$ cat src/rtl/ca_rng_scheduler.sv
// ca_rng_scheduler
//   Shares an 8-bit hybrid rule-90/150 cellular-automaton generator among
//   NUM_REQ requesters using round-robin arbitration. Each grant returns the
//   current CA value and advances the CA by one step. The block also handles
//   seeding: a zero seed is replaced by 8'h01 and flagged. After reset or a
//   seed load, the CA runs WARMUP steps before any request is served.
//
// Ports
//   clock          rising-edge clock
//   reset          synchronous active-low reset
//   seed_load      pulse: load seed_value and restart warm-up
//   seed_value     seed to load
//   gen_enable     1 = grants allowed while serving
//   req            per-requester request level
//   gnt            registered one-hot grant, one cycle wide
//   rnd_valid      high together with any gnt bit
//   rnd_data       CA value for the granted requester
//   ready          1 while the FSM is in SERVE
//   seed_zero_err  sticky flag: a zero seed was loaded (cleared by reset only)
//
// State  | meaning
// -------+-----------------------------------------------------------
// WARMUP | CA steps every cycle, warm count runs down, no grants
// SERVE  | arbitrate requests, one grant and one CA step per winner
// PAUSE  | gen_enable low: no grants, CA holds

module ca_rng_scheduler #(
   parameter int         NUM_REQ      = 4,
   parameter int         WARMUP       = 4,
   parameter logic [7:0] DEFAULT_SEED = 8'h01
) (
   input  logic               clock,
   input  logic               reset,
   input  logic               seed_load,
   input  logic [7:0]         seed_value,
   input  logic               gen_enable,
   input  logic [NUM_REQ-1:0] req,
   output logic [NUM_REQ-1:0] gnt,
   output logic               rnd_valid,
   output logic [7:0]         rnd_data,
   output logic               ready,
   output logic               seed_zero_err
);

   localparam int PW = $clog2(NUM_REQ);

   localparam logic [1:0] ST_WARMUP = 2'd0;
   localparam logic [1:0] ST_SERVE  = 2'd1;
   localparam logic [1:0] ST_PAUSE  = 2'd2;

   // With WARMUP=0 the block serves straight out of reset or seed load.
   localparam logic [1:0] ST_START  = (WARMUP == 0) ? ST_SERVE : ST_WARMUP;
   localparam logic       START_RDY = (WARMUP == 0);
   localparam logic [7:0] WARM_INIT = 8'(WARMUP);

   logic [7:0]         r_ca;
   logic [1:0]         r_fsm;
   logic [7:0]         r_warm_cnt;
   logic [PW-1:0]      r_rr_ptr;
   logic [NUM_REQ-1:0] r_gnt;
   logic               r_rnd_valid;
   logic [7:0]         r_rnd_data;
   logic               r_ready;
   logic               r_seed_zero_err;

   logic [7:0]         w_ca_step;
   logic               w_hi_found;
   logic [PW-1:0]      w_hi_win;
   logic               w_any_req;
   logic [PW-1:0]      w_lo_win;
   logic [PW-1:0]      w_winner;
   logic [PW-1:0]      w_ptr_nxt;

   // Cells 5, 3 and 1 are rule 150 (include self), the rest are rule 90;
   // the neighbours beyond both ends are fixed at zero.
   always_comb begin
      w_ca_step[7] = r_ca[6];
      w_ca_step[6] = r_ca[7] ^ r_ca[5];
      w_ca_step[5] = r_ca[6] ^ r_ca[5] ^ r_ca[4];
      w_ca_step[4] = r_ca[5] ^ r_ca[3];
      w_ca_step[3] = r_ca[4] ^ r_ca[3] ^ r_ca[2];
      w_ca_step[2] = r_ca[3] ^ r_ca[1];
      w_ca_step[1] = r_ca[2] ^ r_ca[1] ^ r_ca[0];
      w_ca_step[0] = r_ca[1];
   end

   // Round robin: the lowest set bit at or above the pointer wins.
   // Otherwise the search wraps to the lowest set bit overall.
   // The loops run downward so that the last hit is the lowest index.
   always_comb begin
      w_hi_found = 1'b0;
      w_hi_win   = '0;
      w_any_req  = 1'b0;
      w_lo_win   = '0;
      for (int j = NUM_REQ - 1; j >= 0; j--) begin
         if (req[j]) begin
            w_any_req = 1'b1;
            w_lo_win  = PW'(j);
            if (PW'(j) >= r_rr_ptr) begin
               w_hi_found = 1'b1;
               w_hi_win   = PW'(j);
            end
         end
      end
      w_winner  = w_hi_found ? w_hi_win : w_lo_win;
      w_ptr_nxt = (w_winner == PW'(NUM_REQ - 1)) ? '0 : w_winner + 1'b1;
   end

   always_ff @(posedge clock) begin
      if (!reset) begin
         r_ca            <= DEFAULT_SEED;
         r_fsm           <= ST_START;
         r_warm_cnt      <= WARM_INIT;
         r_rr_ptr        <= '0;
         r_gnt           <= '0;
         r_rnd_valid     <= 1'b0;
         r_rnd_data      <= 8'h00;
         r_ready         <= START_RDY;
         r_seed_zero_err <= 1'b0;
      end else if (seed_load) begin
         // The all-zero state is a fixed point of the CA, so it is never loaded.
         if (seed_value == 8'h00) begin
            r_ca            <= 8'h01;
            r_seed_zero_err <= 1'b1;
         end else begin
            r_ca <= seed_value;
         end
         r_fsm       <= ST_START;
         r_warm_cnt  <= WARM_INIT;
         r_gnt       <= '0;
         r_rnd_valid <= 1'b0;
         r_ready     <= START_RDY;
      end else begin
         r_gnt       <= '0;
         r_rnd_valid <= 1'b0;
         case (r_fsm)
            ST_WARMUP: begin
               r_ca       <= w_ca_step;
               r_warm_cnt <= r_warm_cnt - 8'd1;
               if (r_warm_cnt <= 8'd1) begin
                  r_fsm   <= ST_SERVE;
                  r_ready <= 1'b1;
               end
            end
            ST_SERVE: begin
               if (!gen_enable) begin
                  r_fsm   <= ST_PAUSE;
                  r_ready <= 1'b0;
               end else if (w_any_req) begin
                  r_gnt       <= NUM_REQ'(1) << w_winner;
                  r_rnd_valid <= 1'b1;
                  r_rnd_data  <= r_ca;
                  r_ca        <= w_ca_step;
                  r_rr_ptr    <= w_ptr_nxt;
               end
            end
            ST_PAUSE: begin
               if (gen_enable) begin
                  r_fsm   <= ST_SERVE;
                  r_ready <= 1'b1;
               end
            end
            default: begin
               r_fsm      <= ST_START;
               r_warm_cnt <= WARM_INIT;
               r_ready    <= START_RDY;
            end
         endcase
      end
   end

   assign gnt           = r_gnt;
   assign rnd_valid     = r_rnd_valid;
   assign rnd_data      = r_rnd_data;
   assign ready         = r_ready;
   assign seed_zero_err = r_seed_zero_err;

endmodule

$ cat config.mk
export PLATFORM = sky130hd
export DESIGN_NAME = ca_rng_scheduler
export DESIGN_NICKNAME = d
export VERILOG_FILES = /design/src/rtl/ca_rng_scheduler.sv
export SDC_FILE = /design/constraint.sdc
export NUM_CORES = 1
export LEC_CHECK = 0
export CORE_UTILIZATION = 35
export DETAILED_ROUTE_END_ITERATION = 12
export PLACE_DENSITY = 0.6
export SYNTH_ARGS = -nofsm -noshare
export SYNTH_HDL_FRONTEND = slang
export SYNTH_SLANG_ARGS = --single-unit
$ cat constraint.sdc
create_clock -name clock -period 2 [get_ports clock]
set_clock_uncertainty 0.1 [all_clocks]
set_input_delay 0.4 -clock clock [delete_from_list [all_inputs] [get_ports clock]]
set_output_delay 0.4 -clock clock [all_outputs]
set_load 0.02 [all_outputs]
# Word-level counts from Yosys, hierarchy flattened
# Index checks and enable logic that the tools add are counted.
[word_totals]
ff_bits = 35
inputBits = 16
out_inout_bits = 15
word_cells = 91
[op_classes]
add_sub_neg = 2
magnitude_cmp = 5
n_eq_ne = 8
shifts = 1
n_mux = 41
bitwise = 14
reduce_logical = 11
[op_table]
columns = ["op", "count"]
rows = [
  ["2-to-1 mux 2 bit", 17],
  ["2-to-1 mux 8 bit", 4],
  ["case mux 8 bit (2 select lines)", 2],
  ["2-to-1 mux 1 bit", 16],
  ["bitwise XOR 1 bit", 9],
  ["<= comparator 8 x 1 -> 1 bit, second input constant", 1],
  ["logical NOT 8 bit", 1],
  ["subtractor 8 x 1 -> 8 bit, second input constant", 1],
  ["inequality test 2 bit, second input constant", 3],
  ["inequality test 3 bit, second input constant", 2],
  ["case mux 2 bit (3 select lines)", 1],
  ["AND reduction 3 bit", 2],
  ["inverter 1 bit", 5],
  ["OR reduction 5 bit", 1],
  ["equality test 2 bit, second input constant", 2],
  [">= comparator 1 x 2 -> 1 bit, first input constant", 2],
  [">= comparator 2 bit, first input constant", 2],
  ["AND reduction 4 bit", 1],
  ["OR reduction 2 bit", 2],
  ["OR reduction 4 bit", 1],
  ["left shift 1 x 2 -> 4 bit, first input constant", 1],
  ["case mux 1 bit (3 select lines)", 1],
  ["nonzero test 3 bit", 1],
  ["adder 2 x 1 -> 2 bit, second input constant", 1],
  ["other kinds (3)", 3],
]

# Depth between registers and ports, before layout
# Gate-level depths: netlist of the first run.
[logic_depth]
depth_word = 12
ltp_mapped = 8
depth_no_buf = 7

# Least setup slack after synthesis of the first run
# No wires, ideal clock.
[synth_path]
kind = "register -> register"
start = "register r_fsm[0]"
end = "register r_warm_cnt[6]"
setup_ns = 0.130
arrival_ns = 1.606
required_time_ns = 1.770
slack_ns = 0.164
path_stages_with_launch = 7
path_buffers = 0
period_less_slack_ns = 1.836
path_cell_list = "dfxtp_1 inv_1 ha_1 or3_1 nor4_1 xnor2_1 nor2_1"
[synth_between]
elab_chain_len = 3
elab_cells_between_ends = 5
classes_between = "eq/ne (2); mux (1); reduce/logical (2)"
[synth_lines]
columns = ["item", "line", "source"]
rows = [
  ["start, declared", "57", "logic [1:0] r_fsm;"],
  ["start signal, assigned", "112", "r_fsm <= ST_START;"],
  ["start signal, assigned", "128", "r_fsm <= ST_START;"],
  ["start signal, assigned", "141", "r_fsm <= ST_SERVE;"],
  ["equality test 2 bit / equality test 2 x 1 -> 1 bit (equally long branches)", "136", "case (r_fsm)"],
  ["OR reduction 2 bit (no line)", "-", ""],
  ["case mux 8 bit (2 select lines)", "136", ""],
  ["end signal, assigned", "139", "r_warm_cnt <= r_warm_cnt - 8'd1;"],
  ["end, declared", "58", "logic [7:0] r_warm_cnt;"],
]
# Parallel ways exist; a longest one is shown, timed or not.
# A chain may end at the register's enable or synchronous reset.

# Final worst setup path of the first run
[layout_path]
start = "input req[1]"
end = "register r_ca[6]"
[layout_between]
elab_chain_len = 4
[layout_lines]
columns = ["item", "line", "source"]
rows = [
  ["start, declared", "37", "input logic [NUM_REQ-1:0] req,"],
  ["2-to-1 mux 1 bit (2 in series)", "96", "if (req[j]) begin"],
  ["inequality test 3 bit (no line)", "-", ""],
  ["AND reduction 3 bit (no line)", "-", ""],
  ["end signal, assigned", "126", "r_ca <= seed_value;"],
  ["end signal, assigned", "138", "r_ca <= w_ca_step;"],
  ["end signal, assigned", "153", "r_ca <= w_ca_step;"],
  ["end, declared", "56", "logic [7:0] r_ca;"],
]
# No other way between the ends.

==> results.tsv, run 1 <==
metric	value	unit
route.vias.total	1355	
num_rows	24	
hold_viol	0	
post-route-period-util	0.9324	
firstDrtPassIters	4	
min_period	1865	ps
clk_pin_slew_worst_paths	70	ps
ios	31	
yosysTopAreaCell	dfxtp_1	
ys_ff_latch	35	
syn-cell-area	0.001694	sq mm
synth_compound_area_frac	0.1448	
dpl_cell_area	0.002187	sq mm
die-area	0.005122	sq mm
avgSynthCellArea	9.157	sq um
die_h	71.57	um
p_per_area	705.3	mW/mm^2
synthTopCellsByArea	dfxtp_1 41%, mux2i_1 8.9%, ha_1 4.4%	
rsz0062_at_grt	false	
hold_class	reg -> reg	
yosysWarnings	0	
dpl.hpwl	2350	um
wl_per_cell	11.25	um
power_leakage	0.9285	nW
synthMuxAreaShare	0.08863	
synth_top_family_by_area	simple AND/OR/NAND/NOR gates	
grt_antenna_before_repair	0	
grt.total_usage	0.1375	
synth_edf_count	0	
grt_pass1_vias	1230	
detail-route-antenna-nets	0	
totalWireLength	3206	um
cts_setup_buffers	0	
grt_max_degree	21	
die_w	71.57	um
areaGrowthSynthToFinish	35.52	%
cts-root-buf	clkbuf_8	
worst_slew_pin_slew	289.6	ps
yosys.area_share.xor_xnor	0.07238	
ctsHoldBuffers	0	
cts_buffer_depth	2	
clk_latency	280	ps
peakVddDrop	0.3617	mV
cts_buffers	5	
path_class	in -> reg	
yosys.area_share.adder	0.04431	
drtIter0Drc	55	
grt_pass1_wl	5499	um
setup_violations	0	
core	0.004504	sq mm
cp-end-kind	flip-flop	
cts_max_level	2	
async_flop_share	0	
status	completed	
slew_violations	0	
fmax	536.2	MHz
syn_inst	185	
startpoint_type	input port	
diodes	0	
io_buffer_count	30	
power	1.619	mW
start_util	0.3761	
synth_top_cell_area_share	0.4136	
yosys.area_share.simple	0.1972	
nNetsFinal	254	
vias_per_cell	4.754	
clkSinkCount	35	
cts_tree	done	
cp.arrival	1940	ps
syn_nets	207	
cp.required	2080	ps
design_area	0.002296	sq mm
layout-drive-gt1-share	0.1373	
drcViolationCount	0	
cts_resized	0	
ys.flop_type	dfxtp_1	
synthDistinctLibCells	35	
maxCapViolations	0	
max_slew_margin	0.8052	
gr-total-overflow	0	
globalplace.congestion	0.7079	
ys_seq_area_frac	0.4136	
path_max_fanout	11	
## kinds of logic after synthesis
group           after synthesis
compound gates               33
xor+xnor                     14
fa+ha+maj                     6
buf+inv                      17
flops                        35
mux                          15
simple gates                 65
## layout make-up
| type | instances | area (sq um) |
|---|---|---|
| clock buffer | 8 | 100.1 |
| fill | 438 | 2208 |
| inverter | 9 | 33.78 |
| multi-input combinational | 133 | 935.9 |
| sequential | 35 | 700.7 |
| tap | 52 | 65.06 |
| timing repair buffer | 48 | 460.4 |
## power breakdown
group	switching, mW	internal [mW]	total (mW)	leakage (nW)
Sequential	0.0408	0.732	0.772	0.285
Clock	0.237	0.314	0.551	0.0515
Combinational	0.131	0.165	0.296	0.592
Total	0.408	1.21	1.62	0.928
## path summary, 6_finish.rpt
| path | from | end | slack, ps | cells past startpoint |
|---|---|---|---|---|
| max | req[1] | r_ca[6]$_SDFFE_PN0P_ | 140 | 7 |
| min | seed_zero_err$_SDFFE_PN0P_ | seed_zero_err$_SDFFE_PN0P_ | 370 | 1 |
| max reg2reg | r_fsm[1]$_SDFFE_PP0P_ | r_warm_cnt[6]$_SDFFE_PP0N_ | 160 | 6 |
| min reg2reg | seed_zero_err$_SDFFE_PN0P_ | seed_zero_err$_SDFFE_PN0P_ | 370 | 1 |
## layer usage
| layer | GRT usage | share of wire |
|---|---|---|
| met5 | 0 | 0 |
| met4 | 0.05882 | 0.014 |
| met3 | 0.04219 | 0.041 |
| met2 | 0.2011 | 0.42 |
| met1 | 0.1879 | 0.53 |
## state kept, by name, indices dropped and copies added, names as in the netlist
register       flops
gnt                4
seed_zero_err      1
rnd_valid          1
r_warm_cnt         8
r_rr_ptr           2
ready              1
rnd_data           8
r_fsm              2
r_ca               8
## worst max-delay path: stages
cell and delay, ps:
clkdlybuf4s50_1 420, or4_4 550, nand3_2 110, nand2_1 60, buf_4 180, mux2i_1 160, nor2b_1 60
## synthesized netlist by cell type (3+ instances only)
library cell / count
o21ai_0: 8
o211a_1: 4
inv_1: 9
nand2b_1: 4
mux2i_1: 15
nor2_1: 15
clkbuf_1: 6
ha_1: 6
dfxtp_1: 35
nand2_1: 14
xor2_1: 6
nor2b_1: 12
a21oi_1: 8
nor4_1: 3
xnor2_1: 8
nor3_1: 4
nand3_1: 4
## stage by stage
| step | utilization | TNS [ps] | std cells | hold slack (ps) | setup WS [ps] |
|---|---|---|---|---|---|
| after global placement | 0.4856 | -3592 | 277 | 356.8 | -213.1 |
| after CTS | 0.5078 | 0 | 285 | 376.2 | 55.45 |
| final | 0.5097 | 0 | 285 | 371.5 | 135.1 |
| after global routing | 0.5097 | 0 | 285 | 388.3 | 45.49 |
| after detailed placement | 0.4856 | -3950 | 277 | 351.9 | -235.9 |
| after floorplan | - | 0 | 185 | 383.9 | 164.3 |
## cell usage in the layout (no fill, tap or decap), types with 8 or more instances in the layout
master,n
dfxtp_1,35
a21oi_1,8
nor2_1,15
clkdlybuf4s50_1,30
inv_1,9
nand2_1,14
o21ai_0,8
buf_4,16
nor2b_1,12
mux2i_1,15
xnor2_1,8
Note: power is estimated with default switching activity, not from simulation.
==> run 2, diff against run 1 <==
Settings changed: CORE_MARGIN set to 2.
==> results.tsv, run 2 (same netlist as run 1, synthesis figures left out) <==
metric	value	unit	change
cts_buffer_depth	2		unchanged
layout-drive-gt1-share	0.1379		was 0.1373
path_max_fanout	11		unchanged
path_class	in -> reg		unchanged
fmax	534.0	MHz	was 536.2 MHz
grt_pass1_vias	1211		was 1230
hold_viol	0		unchanged
setup_violations	0		unchanged
p_per_area	697.0	mW/mm^2	was 705.3 mW/mm^2
crit_end	r_ca[0]$_SDFFE_PN1P_		was r_ca[6]$_SDFFE_PN0P_
drcViolationCount	0		unchanged
nNetsFinal	254		unchanged
post-route-util	0.4851		was 0.5097
min_path_cells	1		unchanged
power_leakage	0.9177	nW	was 0.9285 nW
hold_class	reg -> reg		unchanged
max_slew_margin	0.8022		was 0.8052
multi_input_area	938.4	sq um	was 935.9 sq um
die_w	73.57	um	was 71.57 um
ios	31		unchanged
startpoint_type	input port		unchanged
stdcell_count	286		was 285
r2r_end	r_warm_cnt[4]$_SDFFE_PP0N_		was r_warm_cnt[6]$_SDFFE_PP0N_
drtIter0Drc	28		was 55
peakVddDrop	0.3184	mV	was 0.3617 mV
rrSetupSlack	150	ps	was 160 ps
crit_start	req[1]		unchanged
io_buffer_count	30		unchanged
detail-route-antenna-nets	0		unchanged
grt_antenna_before_repair	0		unchanged
final_common_cell	dfxtp_1		unchanged
r2r-start	r_fsm[1]$_SDFFE_PP0P_		unchanged
gr-total-overflow	0		unchanged
cts_tree	done		unchanged
dpl.hpwl	2450	um	was 2350 um
cts_buffers	5		unchanged
num_rows	25		was 24
grt_max_degree	21		unchanged
cts-root-buf	clkbuf_8		unchanged
totalWireLength	3337	um	was 3206 um
clk_latency	290	ps	was 280 ps
globalplace.congestion	0.7068		was 0.7079
firstDrtPassIters	5		was 4
rsz0062_at_grt	false		unchanged
min_period	1873	ps	was 1865 ps
r2r_cells	5		was 6
grt.total_usage	0.1344		was 0.1375
fillers	457		was 438
die-area	0.005413	sq mm	was 0.005122 sq mm
grt_pass1_wl	5520	um	was 5499 um
worst_slew_pin_slew	296.0	ps	was 289.6 ps
wl_per_cell	11.67	um	was 11.25 um
cp.arrival	1950	ps	was 1940 ps
areaGrowthSynthToFinish	34.34	%	was 35.52%
cts_setup_buffers	0		unchanged
vias_per_cell	4.759		was 4.754
die_h	73.57	um	was 71.57 um
start_util	0.3611		was 0.3761
post-route-period-util	0.9363		was 0.9324
place_inst	279		was 277
cp.required	2080	ps	about the same
cp-end-kind	flip-flop		unchanged
most-common-layout-cells	35 x dfxtp_1, 30 x clkdlybuf4s50_1, 17 x buf_4		was 35 x dfxtp_1, 30 x clkdlybuf4s50_1, 16 x buf_4
clk_pin_slew_worst_paths	70	ps	about the same
cts_max_level	2		unchanged
clkSinkCount	35		unchanged
status	completed		unchanged
register_area	700.7	sq um	unchanged
diodes	0		unchanged
route.vias.total	1361		was 1355
maxCapViolations	0		unchanged
power	1.586	mW	was 1.619 mW
core	0.004692	sq mm	was 0.004504 sq mm
slew_violations	0		unchanged
## run 2: cell types whose count changed in the layout (fill, tap and decap cells not counted), sizes merged
cell,change
clkbuf,-2
clkinv,+1
## run 2: through the flow
stage	TNS (ps)	cell area, sq um	hold WS [ps]	setup slack [ps]
finish	0	2276	370.5	127.4
global route	0	2276	413.0	31.88
CTS	0	2265	377.6	87.80
detailed placement	-3267	2177	358.3	-201.4
global placement	-2959	2177	357.3	-184.9
floorplan	0	1694	383.9	164.3
## run 2: repair_timing
action	in CTS	in global routing
resized for setup	0	2
hold buffers	0	0
setup endpoints to repair	0	2
## run 2: cell type report
cell class              instances  share of cell area
inverters                       9             0.01484
well taps                      54             0.02969
clock inverters                 1            0.002199
multi-input cells             133              0.4123
clock buffers                   6             0.03628
repair buffers                 48              0.1968
flip-flops and latches         35              0.3079
## run 2: worst max-delay path, cell delays in order
cell	delay, ps
clkdlybuf4s50_1	420
or4_1	580
nand3_2	120
nand2_1	50
buf_4	180
mux2i_1	150
nand2_1	60
## run 2: worst min-delay path by stage
stage	slack, ps	startpoint	to
detailed placement	360	seed_zero_err$_SDFFE_PN0P_	seed_zero_err$_SDFFE_PN0P_
finish	370	seed_zero_err$_SDFFE_PN0P_	seed_zero_err$_SDFFE_PN0P_
CTS	380	seed_zero_err$_SDFFE_PN0P_	seed_zero_err$_SDFFE_PN0P_
global placement	360	seed_zero_err$_SDFFE_PN0P_	seed_zero_err$_SDFFE_PN0P_
global route	410	seed_zero_err$_SDFFE_PN0P_	seed_zero_err$_SDFFE_PN0P_
floorplan	380	r_ca[0]$_SDFFE_PN1P_	r_ca[0]$_SDFFE_PN1P_
## run 2: metal layers
| metal | part of all wire | vias to the layer above | track usage |
|---|---|---|---|
| li1 | - | 726 | - |
| met1 | 0.53 | 602 | 0.1920 |
| met2 | 0.41 | 28 | 0.1815 |
| met3 | 0.046 | 5 | 0.04390 |
| met4 | 0.014 | 0 | 0.06061 |
| met5 | 0 | - | 0 |
## run 2: power by group
part           switching (mW)  total [mW]  internal [mW]
clock                   0.248       0.518          0.270
combinational           0.131       0.294          0.163
sequential             0.0431       0.775          0.731
==> run 3, diff against run 2 <==
Settings changed: SLEW_MARGIN set to 20.
==> results of run 3 <==
The final DEF is identical to that of run 2; final timing and power are the same.
